$ cat src/rtl/fp_result_retire_if.sv
// Result-retire handshake bundle: producer-side push channel and
// writeback-side pop channel of the FP result FIFO.
interface fp_result_retire_if #(
  parameter int WIDTH = 32
);
  logic             inValid;
  logic             inReady;
  logic [4:0]       inRegAddr;
  logic             inIsIntDest;
  logic [31:0]      inIntResult;
  logic [WIDTH-1:0] inFpResult;
  logic [4:0]       inFlags;

  logic             outValid;
  logic             outReady;
  logic [4:0]       outRegAddr;
  logic             outIsIntDest;
  logic [WIDTH-1:0] outData;

  modport master (
    output inValid, inRegAddr, inIsIntDest, inIntResult, inFpResult, inFlags,
    output outReady,
    input  inReady, outValid, outRegAddr, outIsIntDest, outData
  );

  modport slave (
    input  inValid, inRegAddr, inIsIntDest, inIntResult, inFpResult, inFlags,
    input  outReady,
    output inReady, outValid, outRegAddr, outIsIntDest, outData
  );
endinterface

$ cat src/rtl/fp_result_retire.sv
// In-order FIFO between FP execution units and register writeback; retires
// exception flags into the sticky fflags register and merges CSR writes.
module fp_result_retire #(
  parameter int WIDTH       = 32,
  parameter int DEPTH       = 2,
  parameter int COUNT_WIDTH = $clog2(DEPTH + 1)
) (
  input  logic                   clk,
  input  logic                   rst,
  fp_result_retire_if.slave      bus,
  input  logic                   flush,
  input  logic                   csrWriteEnable,
  input  logic [4:0]             csrWriteValue,
  output logic [4:0]             fflags,
  output logic [COUNT_WIDTH-1:0] count
);

  localparam int IDX_W = $clog2(DEPTH);
  localparam int PTR_W = IDX_W + 1;

  logic [WIDTH-1:0]       data_mem  [DEPTH];
  logic [4:0]             addr_mem  [DEPTH];
  logic                   int_mem   [DEPTH];
  logic [4:0]             flags_mem [DEPTH];

  logic [PTR_W-1:0]       wr_ptr;
  logic [PTR_W-1:0]       rd_ptr;
  logic [COUNT_WIDTH-1:0] count_q;

  logic                   full;
  logic                   empty;
  logic                   in_ready;
  logic                   push;
  logic                   pop;
  logic [IDX_W-1:0]       wr_idx;
  logic [IDX_W-1:0]       rd_idx;
  logic [4:0]             retire_flags;
  logic [WIDTH-1:0]       entry_data;

  function automatic logic [WIDTH-1:0] select_result(
    input logic             is_int,
    input logic [31:0]      int_res,
    input logic [WIDTH-1:0] fp_res
  );
    return is_int ? WIDTH'(int_res) : fp_res;
  endfunction

  assign wr_idx   = wr_ptr[IDX_W-1:0];
  assign rd_idx   = rd_ptr[IDX_W-1:0];
  assign full     = (wr_ptr[PTR_W-1] != rd_ptr[PTR_W-1]) && (wr_idx == rd_idx);
  assign empty    = (wr_ptr == rd_ptr);
  assign in_ready = !full && !flush && !rst;
  assign push     = bus.inValid && in_ready;
  assign pop      = !empty && bus.outReady;

  assign retire_flags = pop ? flags_mem[rd_idx] : 5'b0;
  assign entry_data   = select_result(bus.inIsIntDest, bus.inIntResult, bus.inFpResult);

  assign bus.inReady      = in_ready;
  assign bus.outValid     = !empty;
  assign bus.outRegAddr   = addr_mem[rd_idx];
  assign bus.outIsIntDest = int_mem[rd_idx];
  assign bus.outData      = data_mem[rd_idx];
  assign count            = count_q;

  always_ff @(posedge clk or posedge rst) begin
    if (rst) begin
      for (int i = 0; i < DEPTH; i++) begin
        data_mem[i]  <= '0;
        addr_mem[i]  <= '0;
        int_mem[i]   <= 1'b0;
        flags_mem[i] <= '0;
      end
    end else if (push) begin
      data_mem[wr_idx]  <= entry_data;
      addr_mem[wr_idx]  <= bus.inRegAddr;
      int_mem[wr_idx]   <= bus.inIsIntDest;
      flags_mem[wr_idx] <= bus.inFlags;
    end
  end

  // Flush drops every buffered entry; only the head popping this cycle retires
  always_ff @(posedge clk or posedge rst) begin
    if (rst) begin
      wr_ptr  <= '0;
      rd_ptr  <= '0;
      count_q <= '0;
    end else if (flush) begin
      wr_ptr  <= '0;
      rd_ptr  <= '0;
      count_q <= '0;
    end else begin
      if (push) wr_ptr <= wr_ptr + PTR_W'(1);
      if (pop)  rd_ptr <= rd_ptr + PTR_W'(1);
      case ({push, pop})
        2'b10:   count_q <= count_q + COUNT_WIDTH'(1);
        2'b01:   count_q <= count_q - COUNT_WIDTH'(1);
        default: count_q <= count_q;
      endcase
    end
  end

  // The retiring op is ordered after a same-cycle CSR write
  always_ff @(posedge clk or posedge rst) begin
    if (rst) begin
      fflags <= '0;
    end else begin
      fflags <= (csrWriteEnable ? csrWriteValue : fflags) | retire_flags;
    end
  end

  a_no_push_full: assert property (@(posedge clk) disable iff (rst) !(push && full));
  a_no_pop_empty: assert property (@(posedge clk) disable iff (rst) !(pop && empty));
  a_count_match:  assert property (@(posedge clk) disable iff (rst)
                                   count_q == COUNT_WIDTH'(wr_ptr - rd_ptr));

endmodule

$ cat src/flat_wrapper.sv
// flat-port wrapper written by rule: the top's interface ports become plain ports
module fp_result_retire_flat 
#(
  parameter int WIDTH       = 32,
  parameter int DEPTH       = 2,
  parameter int COUNT_WIDTH = $clog2(DEPTH + 1)
)
  (clk, rst, flush, csrWriteEnable, csrWriteValue, fflags, count, bus_inValid, bus_inRegAddr, bus_inIsIntDest, bus_inIntResult, bus_inFpResult, bus_inFlags, bus_outReady, bus_inReady, bus_outValid, bus_outRegAddr, bus_outIsIntDest, bus_outData);
  fp_result_retire_if #(.WIDTH(WIDTH)) bus_i ();
  input  logic clk;
  input  logic rst;
  input  logic flush;
  input  logic csrWriteEnable;
  input  logic [4:0] csrWriteValue;
  output logic [4:0] fflags;
  output logic [COUNT_WIDTH-1:0] count;
  input wire logic [$bits(bus_i.inValid)-1:0] bus_inValid;
  input wire logic [$bits(bus_i.inRegAddr)-1:0] bus_inRegAddr;
  input wire logic [$bits(bus_i.inIsIntDest)-1:0] bus_inIsIntDest;
  input wire logic [$bits(bus_i.inIntResult)-1:0] bus_inIntResult;
  input wire logic [$bits(bus_i.inFpResult)-1:0] bus_inFpResult;
  input wire logic [$bits(bus_i.inFlags)-1:0] bus_inFlags;
  input wire logic [$bits(bus_i.outReady)-1:0] bus_outReady;
  output wire logic [$bits(bus_i.inReady)-1:0] bus_inReady;
  output wire logic [$bits(bus_i.outValid)-1:0] bus_outValid;
  output wire logic [$bits(bus_i.outRegAddr)-1:0] bus_outRegAddr;
  output wire logic [$bits(bus_i.outIsIntDest)-1:0] bus_outIsIntDest;
  output wire logic [$bits(bus_i.outData)-1:0] bus_outData;
  assign bus_i.inValid = bus_inValid;
  assign bus_i.inRegAddr = bus_inRegAddr;
  assign bus_i.inIsIntDest = bus_inIsIntDest;
  assign bus_i.inIntResult = bus_inIntResult;
  assign bus_i.inFpResult = bus_inFpResult;
  assign bus_i.inFlags = bus_inFlags;
  assign bus_i.outReady = bus_outReady;
  assign bus_inReady = bus_i.inReady;
  assign bus_outValid = bus_i.outValid;
  assign bus_outRegAddr = bus_i.outRegAddr;
  assign bus_outIsIntDest = bus_i.outIsIntDest;
  assign bus_outData = bus_i.outData;
  fp_result_retire #(.WIDTH(WIDTH), .DEPTH(DEPTH), .COUNT_WIDTH(COUNT_WIDTH)) u_core (.clk(clk), .rst(rst), .bus(bus_i), .flush(flush), .csrWriteEnable(csrWriteEnable), .csrWriteValue(csrWriteValue), .fflags(fflags), .count(count));
endmodule
$ cat config.mk
export PLATFORM = sky130hd
export DESIGN_NAME = fp_result_retire_flat
export DESIGN_NICKNAME = d
export VERILOG_FILES = /design/src/rtl/fp_result_retire_if.sv /design/src/rtl/fp_result_retire.sv /design/src/flat_wrapper.sv
export SDC_FILE = /design/constraint.sdc
export NUM_CORES = 1
export LEC_CHECK = 0
export ABC_CLOCK_PERIOD_IN_PS = 2900
export CAP_MARGIN = 20
export CORE_MARGIN = 2
export CORE_UTILIZATION = 43
export DETAILED_ROUTE_END_ITERATION = 10
export GPL_TIMING_DRIVEN = 0
export HOLD_SLACK_MARGIN = 0.12
export PLACE_DENSITY = 0.85
export SLEW_MARGIN = 20
export SYNTH_ARGS = -nofsm -noshare
export SYNTH_HDL_FRONTEND = slang
export SYNTH_SLANG_ARGS = --single-unit
$ cat constraint.sdc
create_clock -name clk -period 2.9 [get_ports clk]
set_clock_uncertainty 0.05 [all_clocks]
set_input_delay 0.58 -clock clk [delete_from_list [all_inputs] [get_ports clk]]
set_output_delay 0.58 -clock clk [all_outputs]
set_load 0.05 [all_outputs]
==> key figures <==
Synth
  • Mapped Avg Cell Area: 11.7 um2
  • Synthesized Nets: 478
  • Synthesis Warnings: 0
  • Largest family of logic cells by synthesized area: multiplexers
  • Yosys reg bits: 97
  • Sequential area share after synthesis: 0.529
  • Synth Area in Simple Gates: 0.0649
  • Mapped Area: 0.00459 mm2
  • Yosys cell types: 27
  • Synth Area in Compound Gates: 0.0979
  • Mux cell area share after synthesis: 0.253
  • XOR/XNOR Fraction of Synth Area: 0.0169
  • Mapped Cells: 392
  • Post-Synth Adder-Cell Area: 0

Critical path
  • Crit path arrival time: 2.10 ns
  • CP Capture Point: bus_outData[7]
  • Flop-to-flop setup slack: 1.00 ns
  • Reg-to-Reg Start: u_core.rd_ptr[1]
  • Setup CP Type: flop to primary output
  • Startpoint types: flop
  • CP max FO: 10
  • Crit end category: primary output
  • Crit path launch: u_core.rd_ptr[0]
  • CP required: 2.27 ns
  • Worst reg2reg path depth: 6
  • RR Endpoint: u_core.data_mem[36]

Placed design
  • Worst Setup Slack post-DPL: -0.0166 ns
  • DP HPWL: 8.32 mm
  • Port Buffers: 129
  • Dpl cell area: 0.00612 mm2
  • Final GP Congestion: 0.792

Drt
  • DRC violations left: 0
  • Final WL: 11.5 mm
  • Vias per cell: 5.18
  • Routed Antenna Nets: 0
  • DR pass1 iterations: 4
  • Wire per inst: 17.0 um
  • Via count: 3503
  • First DRT Iteration DRCs: 98

Timing
  • Fmax: 366 MHz
  • Final Setup Violations: 0
  • Worst Max-Slew Pin Slew: 0.767 ns
  • Fin. Hold Viols: 0
  • Final Slew Violations: 0
  • RSZ-0062 raised after global routing: false
  • Tightest slew margin relative to the limit: 0.489
  • Worst hold slack: 0.433 ns
  • Final WS setup: 0.168 ns
  • Final Cycle Share: 0.942
  • Setup TNS: 0 ns
  • Final Critical Period: 2.73 ns

Finish
  • Finished layout cell area: 0.00629 mm2
  • Layout cells sized above 1: 0.194
  • Commonest cells after routing, fill and taps aside: 97 x dfrtp_1, 94 x clkdlybuf4s50_1, 67 x nand2_1
  • Final core occ: 0.609
  • Nets: 621
  • Most common cell after layout, fill and taps aside: dfrtp_1
  • Layout area overhead: 37.0%
  • ANT cells: 0

Pwr
  • Int Pwr: 2.77 mW
  • Worst VDD drop: 0.000364 V
  • Share of total power in the clock network: 0.200
  • Logic pwr share: 0.397
  • Seq pwr share: 0.403
  • NetSw: 1.71 mW
  • Net Sw Frac: 0.381
  • Leakage: 2.92 nW
  • P per Cell Area: 712 mW/mm2

CTS
  • Worst-path clk slew: 0.09 ns
  • CTS Hold Buffers Added: 0
  • Clk Tree Root Cell: clkbuf_8
  • TritonCTS Sinks: 97
  • Number of CTS-inserted buffers: 9
  • CTS tree: built
  • Post-cts resize count: 38
  • Clock latency on the worst-skew pair: 0.35 ns
  • H-tree levels: 3
  • Max Root-Sink Buffers: 2
  • Setup bufs post-CTS: 0

Floorplanning
  • Die W: 107 um
  • Die height: 107 um
  • IO Pins: 133
  • Initial Util: 0.444
  • Core Area: 0.0103 mm2
  • Full die area: 0.0115 mm2
  • Site Rows: 37

Flow run
  • Max Cap Violations: 0

Min path
  • Hold crit path type: flop to flop

Global routing
  • All-layer global routing usage: 0.206
  • Largest net degree at the start of global routing: 35
  • First-pass GRT wire length: 18.4 mm
  • Vias in the first global route: 3724
  • Initial antenna violation count: 0
  • Total gr overflow: 0

Run status
  • Status: complete, no violations
## power groups by stage
| stage | sequential (mW) | clock [mW] | combinational, mW |
|---|---|---|---|
| floorplan | 1.85 | 0 | 1.25 |
| finish | 1.81 | 0.894 | 1.78 |
| global route | 1.84 | 0.971 | 1.89 |
| detailed placement | 1.83 | 0 | 1.88 |
| CTS | 1.80 | 0.923 | 1.79 |
| global placement | 1.80 | 0 | 1.84 |
## per-layer routing
| layer | vias up | wire length, um | share of wire | GRT usage |
|---|---|---|---|---|
| met5 | - | 0 | 0 | 0 |
| met4 | 0 | 150 | 0.013 | 0.0612 |
| met3 | 15 | 590 | 0.051 | 0.0424 |
| met2 | 110 | 5830 | 0.51 | 0.361 |
| met1 | 1740 | 4940 | 0.43 | 0.257 |
| li1 | 1638 | - | - | - |
## area by class of cell
class / instances / area, um2
multi-input cells: 266 / 1990
fillers: 853 / 4040
flip-flops and latches: 97 / 2430
inverters: 2 / 11.3
repair buffers: 132 / 1320
clock inverters: 4 / 51.3
plain buffers: 27 / 169
well taps: 136 / 170
clock buffers: 12 / 155
## worst min path at each step
| stage | start | end | cells after the start |
|---|---|---|---|
| floorplan | u_core.data_mem[10] | u_core.data_mem[10] | 2 |
| global placement | u_core.data_mem[17] | u_core.data_mem[17] | 2 |
| detailed placement | u_core.data_mem[26] | u_core.data_mem[26] | 2 |
| CTS | u_core.data_mem[26] | u_core.data_mem[26] | 2 |
| global route | u_core.data_mem[17] | u_core.data_mem[17] | 2 |
| finish | u_core.data_mem[41] | u_core.data_mem[41] | 2 |
## metrics by stage
stage               std cells  total power, mW
finish                    676             4.48
global route              676             4.70
CTS                       676             4.52
detailed placement        660             3.71
global placement          657             3.64
floorplan                 392             3.10
## cells by family (layout without fill, tap and decap cells)
logic type / count (synthesis) / in the layout
mux: 104 / 104
xor+xnor: 8 / 8
simple gates: 75 / 75
compound gates: 79 / 79
buf+inv: 29 / 177
flops: 97 / 97
## synth_stat cells (all sizes together)
master	n	area [um2]
dfrtp	97	2430
o21ai	71	359
nand2	67	251
mux2	61	732
mux2i	43	430
buf	18	131
clkbuf	9	33.8
xor2	5	43.8
nor2	4	15.0
o211ai	3	32.5
xnor2	3	33.8
a21oi	2	10.0
inv	2	7.51
nand2b	2	12.5
a2111oi	1	27.5
a211oi	1	7.51
a22oi	1	12.5
nor2b	1	6.26
nor3b	1	12.5
## critical path, stage by stage (launching register included)
cell and delay [ns]:
dfrtp_1 0.43, buf_6 0.19, clkbuf_2 0.32, mux2_2 0.39, dlygate4sd2_1 0.43
## sequential cells by signal (all words and copies together) (netlist names)
signal            cells
u_core.wr_ptr         2
u_core.rd_ptr         2
u_core.flags_mem     10
u_core.addr_mem      10
u_core.fflags         5
u_core.int_mem        2
u_core.count          2
u_core.data_mem      64
Power figures use the tool's default switching activity.
